==> config.mk <==
export PLATFORM = sky130hd
export DESIGN_NAME = latch_bist_flat
export DESIGN_NICKNAME = d
export VERILOG_FILES = /design/src/rtl/latch_bist_pkg.sv /design/src/rtl/latch_bist_if.sv /design/src/rtl/latch_bist_sync2.sv /design/src/rtl/latch_bist.sv /design/src/flat_wrapper.sv
export SDC_FILE = /design/constraint.sdc
export NUM_CORES = 1
export LEC_CHECK = 0
export ABC_CLOCK_PERIOD_IN_PS = 2400
export BUFFER_PORTS_ARGS = -buffer_cell sky130_fd_sc_hd__buf_2
export CAP_MARGIN = 20
export CORE_ASPECT_RATIO = 1.4
export CORE_MARGIN = 1
export CORE_UTILIZATION = 62
export CTS_BUF_LIST = sky130_fd_sc_hd__clkbuf_8
export DETAILED_ROUTE_END_ITERATION = 10
export GPL_TIMING_DRIVEN = 1
export PLACE_DENSITY = 0.83
export RECOVER_POWER = 25
export SETUP_SLACK_MARGIN = 0.4
export SLEW_MARGIN = 10
export SYNTH_ARGS = -nofsm -noshare
export SYNTH_HDL_FRONTEND = slang
export SYNTH_SLANG_ARGS = --single-unit
export TNS_END_PERCENT = 100
==> constraint.sdc <==
create_clock -name clk -period 2.4 [get_ports clk]
set_input_delay 0 -clock clk [delete_from_list [all_inputs] [get_ports clk]]
set_output_delay 0 -clock clk [all_outputs]
set_load 0.02 [all_outputs]
==> src/rtl/latch_bist_pkg.sv <==
// rtl/latch_bist_pkg.sv - shared types, constants and LFSR step for the latch BIST
package latch_bist_pkg;

    typedef enum logic [2:0] {
        ST_IDLE   = 3'd0,
        ST_APPLY  = 3'd1,
        ST_SETTLE = 3'd2,
        ST_CHECK  = 3'd3,
        ST_DONE   = 3'd4
    } bist_state_t;

    localparam logic [7:0] LFSR_TAPS    = 8'hB8;
    localparam logic [7:0] DEFAULT_SEED = 8'hA5;
    localparam logic [7:0] ERR_MAX      = 8'hFF;

    // Galois right shift, x^8+x^6+x^5+x^4+1; a nonzero state never reaches zero
    function automatic logic [7:0] lfsr_step(input logic [7:0] s);
        return (s >> 1) ^ (s[0] ? LFSR_TAPS : 8'h00);
    endfunction

endpackage

==> src/rtl/latch_bist_if.sv <==
// rtl/latch_bist_if.sv - run control, latch drive and result bundle of the latch BIST
interface latch_bist_if;
    logic       start;
    logic       q_in;
    logic       d_out;
    logic       en_out;
    logic       busy;
    logic       done;
    logic       pass;
    logic [7:0] err_count;

    modport master (
        input  start, q_in,
        output d_out, en_out, busy, done, pass, err_count
    );

    modport slave (
        output start, q_in,
        input  d_out, en_out, busy, done, pass, err_count
    );
endinterface

==> src/rtl/latch_bist_sync2.sv <==
// rtl/latch_bist_sync2.sv - 1-bit two-flop synchronizer, async active-high reset to 0
module sync2 (
    input  logic clk,
    input  logic rst,
    input  logic d,
    output logic q
);
    logic meta;

    always_ff @(posedge clk or posedge rst) begin
        if (rst) begin
            meta <= 1'b0;
            q    <= 1'b0;
        end else begin
            meta <= d;
            q    <= meta;
        end
    end
endmodule

==> src/rtl/latch_bist.sv <==
// rtl/latch_bist.sv - LFSR-driven D-latch self-test sequencer with golden Q model
module latch_bist
    import latch_bist_pkg::*;
#(
    parameter int         NUM_VEC = 16,
    parameter int         SETTLE  = 4,
    parameter logic [7:0] SEED    = DEFAULT_SEED
) (
    input  logic          clk,
    input  logic          rst,
    latch_bist_if.master  bus
);
    localparam logic [7:0]  SETTLE_LAST = 8'(SETTLE - 1);
    localparam logic [15:0] VEC_LAST    = 16'(NUM_VEC - 1);

    bist_state_t state;
    logic [7:0]  lfsr;
    logic [15:0] vec;
    logic [7:0]  wcnt;
    logic [7:0]  err_count;
    logic        d_q;
    logic        en_q;
    logic        exp_q;
    logic        q_s;
    logic        en_next;

    sync2 u_q_sync (
        .clk (clk),
        .rst (rst),
        .d   (bus.q_in),
        .q   (q_s)
    );

    // vector 0 always opens the latch so the golden model starts defined
    assign en_next = lfsr[1] | (vec == 16'd0);

    always_ff @(posedge clk or posedge rst) begin
        if (rst) begin
            state     <= ST_IDLE;
            lfsr      <= 8'h00;
            vec       <= 16'd0;
            wcnt      <= 8'd0;
            err_count <= 8'd0;
            d_q       <= 1'b0;
            en_q      <= 1'b0;
            exp_q     <= 1'b0;
        end else begin
            case (state)
                ST_IDLE, ST_DONE: begin
                    if (bus.start) begin
                        state     <= ST_APPLY;
                        lfsr      <= SEED;
                        vec       <= 16'd0;
                        err_count <= 8'd0;
                    end
                end
                ST_APPLY: begin
                    d_q   <= lfsr[0];
                    en_q  <= en_next;
                    if (en_next)
                        exp_q <= lfsr[0];
                    wcnt  <= 8'd0;
                    state <= ST_SETTLE;
                end
                ST_SETTLE: begin
                    wcnt <= wcnt + 8'd1;
                    if (wcnt == SETTLE_LAST)
                        state <= ST_CHECK;
                end
                ST_CHECK: begin
                    if ((q_s != exp_q) && (err_count != ERR_MAX))
                        err_count <= err_count + 8'd1;
                    // closing the latch here keeps D changes from racing an open latch
                    en_q  <= 1'b0;
                    lfsr  <= lfsr_step(lfsr);
                    vec   <= vec + 16'd1;
                    state <= (vec == VEC_LAST) ? ST_DONE : ST_APPLY;
                end
                default: state <= ST_IDLE;
            endcase
        end
    end

    assign bus.d_out     = d_q;
    assign bus.en_out    = en_q;
    assign bus.busy      = (state == ST_APPLY) || (state == ST_SETTLE) || (state == ST_CHECK);
    assign bus.done      = (state == ST_DONE);
    assign bus.pass      = (state == ST_DONE) && (err_count == 8'd0);
    assign bus.err_count = err_count;
endmodule

==> src/flat_wrapper.sv <==
// flat-port wrapper written by rule: the top's interface ports become plain ports
module latch_bist_flat import latch_bist_pkg::*;
#(
    parameter int         NUM_VEC = 16,
    parameter int         SETTLE  = 4,
    parameter logic [7:0] SEED    = DEFAULT_SEED
)
  (clk, rst, bus_start, bus_q_in, bus_d_out, bus_en_out, bus_busy, bus_done, bus_pass, bus_err_count);
  latch_bist_if bus_i ();
  input  logic clk;
  input  logic rst;
  input wire logic [$bits(bus_i.start)-1:0] bus_start;
  input wire logic [$bits(bus_i.q_in)-1:0] bus_q_in;
  output wire logic [$bits(bus_i.d_out)-1:0] bus_d_out;
  output wire logic [$bits(bus_i.en_out)-1:0] bus_en_out;
  output wire logic [$bits(bus_i.busy)-1:0] bus_busy;
  output wire logic [$bits(bus_i.done)-1:0] bus_done;
  output wire logic [$bits(bus_i.pass)-1:0] bus_pass;
  output wire logic [$bits(bus_i.err_count)-1:0] bus_err_count;
  assign bus_i.start = bus_start;
  assign bus_i.q_in = bus_q_in;
  assign bus_d_out = bus_i.d_out;
  assign bus_en_out = bus_i.en_out;
  assign bus_busy = bus_i.busy;
  assign bus_done = bus_i.done;
  assign bus_pass = bus_i.pass;
  assign bus_err_count = bus_i.err_count;
  latch_bist #(.NUM_VEC(NUM_VEC), .SETTLE(SETTLE), .SEED(SEED)) u_core (.clk(clk), .rst(rst), .bus(bus_i));
endmodule
==> flow_metrics.tcl <==
set metrics [dict create \
    status "finished, final reports clean" \
    insertion_delay_ns 0.31 \
    track_usage_pct 27.1 \
    port_buffers 16 \
    crit_type "reg2reg" \
    grt_pass1_vias 1697 \
    via_per_inst 6.26 \
    cts-root-buf "clkbuf_8" \
    yosysWarnings 0 \
    tns_ns 0 \
    synth.yosys.seq_area_share_pct 51.6 \
    fin_nets 271 \
    worst_ep_arrival_time_ns 2.08 \
    ir_worst_vdd_v 0.000744 \
    syn_to_final_growth_pct 11.5 \
    post_dp_cell_area_sq_um 2450 \
    clock_skew_ns 0.0104 \
    fin_crit_ns 1.87 \
    fin_area_sq_um 2600 \
    rsz0062_at_grt "false" \
    leakage_nw 1.20 \
    avgRoutedWirePerCell_um 15.8 \
    p_per_area_nw_per_um2 968 \
    ys_async_sr_fraction_pct 100 \
    synth_area_per_cell_sq_um 9.74 \
    diodes 0 \
    synth_area_sq_um 2330 \
    cts_sinks 48 \
    fp.dieW_um 53.8 \
    synth_area_leader_cell "dfrtp_1" \
    drv_slew 0 \
    clk_pin_slew_worst_paths_ns 0.09 \
    drt_iter0_drc 67 \
    dp_hpwl_um 3350 \
    ys_top_cells_by_area "dfrtp_1, o21ai_1, nand2_1" \
    numCtsBuffers 5 \
    drive_above_1_share_pct 13.0 \
    crit_required_ns 2.61 \
    clockBufferDepth 2 \
    tightest_slew_ns 0.991 \
    syn_nets 248 \
    vias 1902 \
    tritoncts "yes" \
    yosys.cell_types.count 46 \
    end_kind "flop" \
    grt_pass1_wl_um 7680 \
    synth_top_area_share_pct 51.6 \
    grt_max_degree 49 \
    gp_congestion 0.846 \
    start_util_pct 64.5 \
    max_freq_ghz 0.534 \
    synth_flop_cell "dfrtp_1" \
    drcViolationCount 0 \
    setup_viol 0 \
    synth_edf_count 0 \
    ys_ff_latch 48 \
    hold_viol_final 0 \
    drtPass1Iterations 4 \
    die_y_um 74.5 \
    relSlewSlack_pct 33.9 \
    pin_count 17 \
    cts_max_level 2 \
    timing.final.crit_share_pct 78.0 \
    dieArea_sq_um 4010 \
    grt_overflow_total 0 \
    fp.coreArea_sq_um 3610 \
    drt_wl_total_um 4790 \
    antenna_found_initial 0 \
    crit_path_max_fanout 7 \
    std_cell_rows 26 \
    startpoint_type "flop" \
    synthCells 239 \
    cap_violations 0 \
    postRouteAntennaNets 0 \
    worstHoldPathType "in2async" \
]
==> metal layers <==
metal  part of all wire [%]  vias to the layer above  track usage [%]
met1                     45                      933             33.8
met3                    4.3                       10             6.54
met4                    2.0                        0             11.4
li1                       -                      914                -
met5                      0                        -                0
met2                     49                       45             44.3
==> path summary, 6_finish.rpt <==
path                                                     startpoint                                  end  slack, ns  cells past startpoint
worst max-delay path            u_core.bus.err_count[0]$_DFFE_PP0P_  u_core.bus.err_count[5]$_DFFE_PP0P_       0.53                      6
worst min-delay path                                            rst         u_core.bus.d_out$_DFFE_PP0P_       0.17                      3
worst max register to register  u_core.bus.err_count[0]$_DFFE_PP0P_  u_core.bus.err_count[5]$_DFFE_PP0P_       0.53                      6
worst min register to register       u_core.u_q_sync.meta$_DFF_PP0_          u_core.u_q_sync.q$_DFF_PP0_       0.37                      0
max in group asynchronous                                       rst            u_core.vec[5]$_DFFE_PP0P_       0.97                      4
min in group clk                                           bus_q_in       u_core.u_q_sync.meta$_DFF_PP0_       0.34                      2
==> area by class of cell <==
class	count	area, sq um
well taps	42	52.6
multi-input cells	176	1080
repair buffers	23	138
flip-flops and latches	48	1200
inverters	8	30.0
fillers	277	1010
clock buffers	7	96.3
==> cell usage after synthesis (2+ instances only) <==
library cell / instances
buf_2: 2
a31oi_1: 4
o31ai_1: 4
nand3_1: 15
nor4_1: 4
ha_1: 5
or2_1: 2
or4_1: 2
clkbuf_1: 4
nand4_1: 11
a21oi_1: 3
xnor2_1: 4
a21o_1: 4
nand2_1: 29
nor3_1: 2
a22o_1: 3
nand3b_1: 2
nor4b_1: 2
inv_1: 7
o21ai_1: 25
mux2i_1: 5
o21ai_0: 2
nor2_2: 2
o22a_1: 3
mux2_1: 2
dfrtp_1: 48
nor2_1: 16
and3_1: 3
o211ai_1: 2
and2_1: 5
or3b_1: 2
==> sequential cells by signal, indices dropped and copies added (netlist names) <==
register	cells
u_core.bus.err_count	8
u_core.state	3
u_core.vec	16
u_core.bus.d_out	1
u_core.wcnt	8
u_core.lfsr	8
u_core.bus.en_out	1
u_core.u_q_sync.meta	1
u_core.exp_q	1
u_core.u_q_sync.q	1
==> report_power, final <==
part / internal, mW / switching [mW]
combinational: 0.342 / 0.507
sequential: 0.971 / 0.182
clock: 0.257 / 0.255
total: 1.57 / 0.944
==> stage by stage <==
step                util, %  hold WS [ns]  worst slack [ns]  cells  power, mW
finish                 71.9         0.174             0.529    304       2.51
global route           71.9         0.224             0.394    304       2.68
CTS                    71.3         0.327             0.500    302       2.50
detailed placement     67.8         0.109             0.488    292       1.99
global placement       67.8         0.108             0.577    292       1.96
floorplan                 -        0.0314             0.629    239       1.76
==> placed cells by master (no fill, tap or decap), types with 3 or more instances in the layout <==
cell	n
nand2_1	29
nand3_1	15
a21o_1	4
mux2i_1	5
and3_1	3
dlygate4sd3_1	3
dfrtp_1	48
o21ai_1	25
buf_2	16
inv_1	7
a31oi_1	4
nor4_1	4
ha_1	5
and2_1	5
clkbuf_8	7
a22o_1	3
nand4_1	11
buf_4	3
xnor2_1	4
o31ai_1	4
nor2_2	3
a21oi_1	3
o22a_1	3
nor2_1	15
==> timing repair <==
item,CTS,global route
endpoints found under the hold margin,50,0
endpoints found under the setup margin,0,3
resized for setup,0,2
hold buffers,3,0
buffers inserted,0,1
==> critical path: stages (launching register included) <==
cell and delay [ns]:
dfrtp_1 0.46, ha_1 0.22, and3_1 0.24, nand4_1 0.25
nand2_1 0.30, o21bai_1 0.12, a21o_1 0.18
==> cell families after synthesis <==
family	after synthesis	synth area share, %
compound gates	56	15.1
flops	48	51.6
buf+inv	15	2.53
xor+xnor	4	1.50
fa+ha+maj	5	2.69
simple gates	104	23.5
mux	7	3.12
No activity file was read; power rests on OpenSTA's default activity.
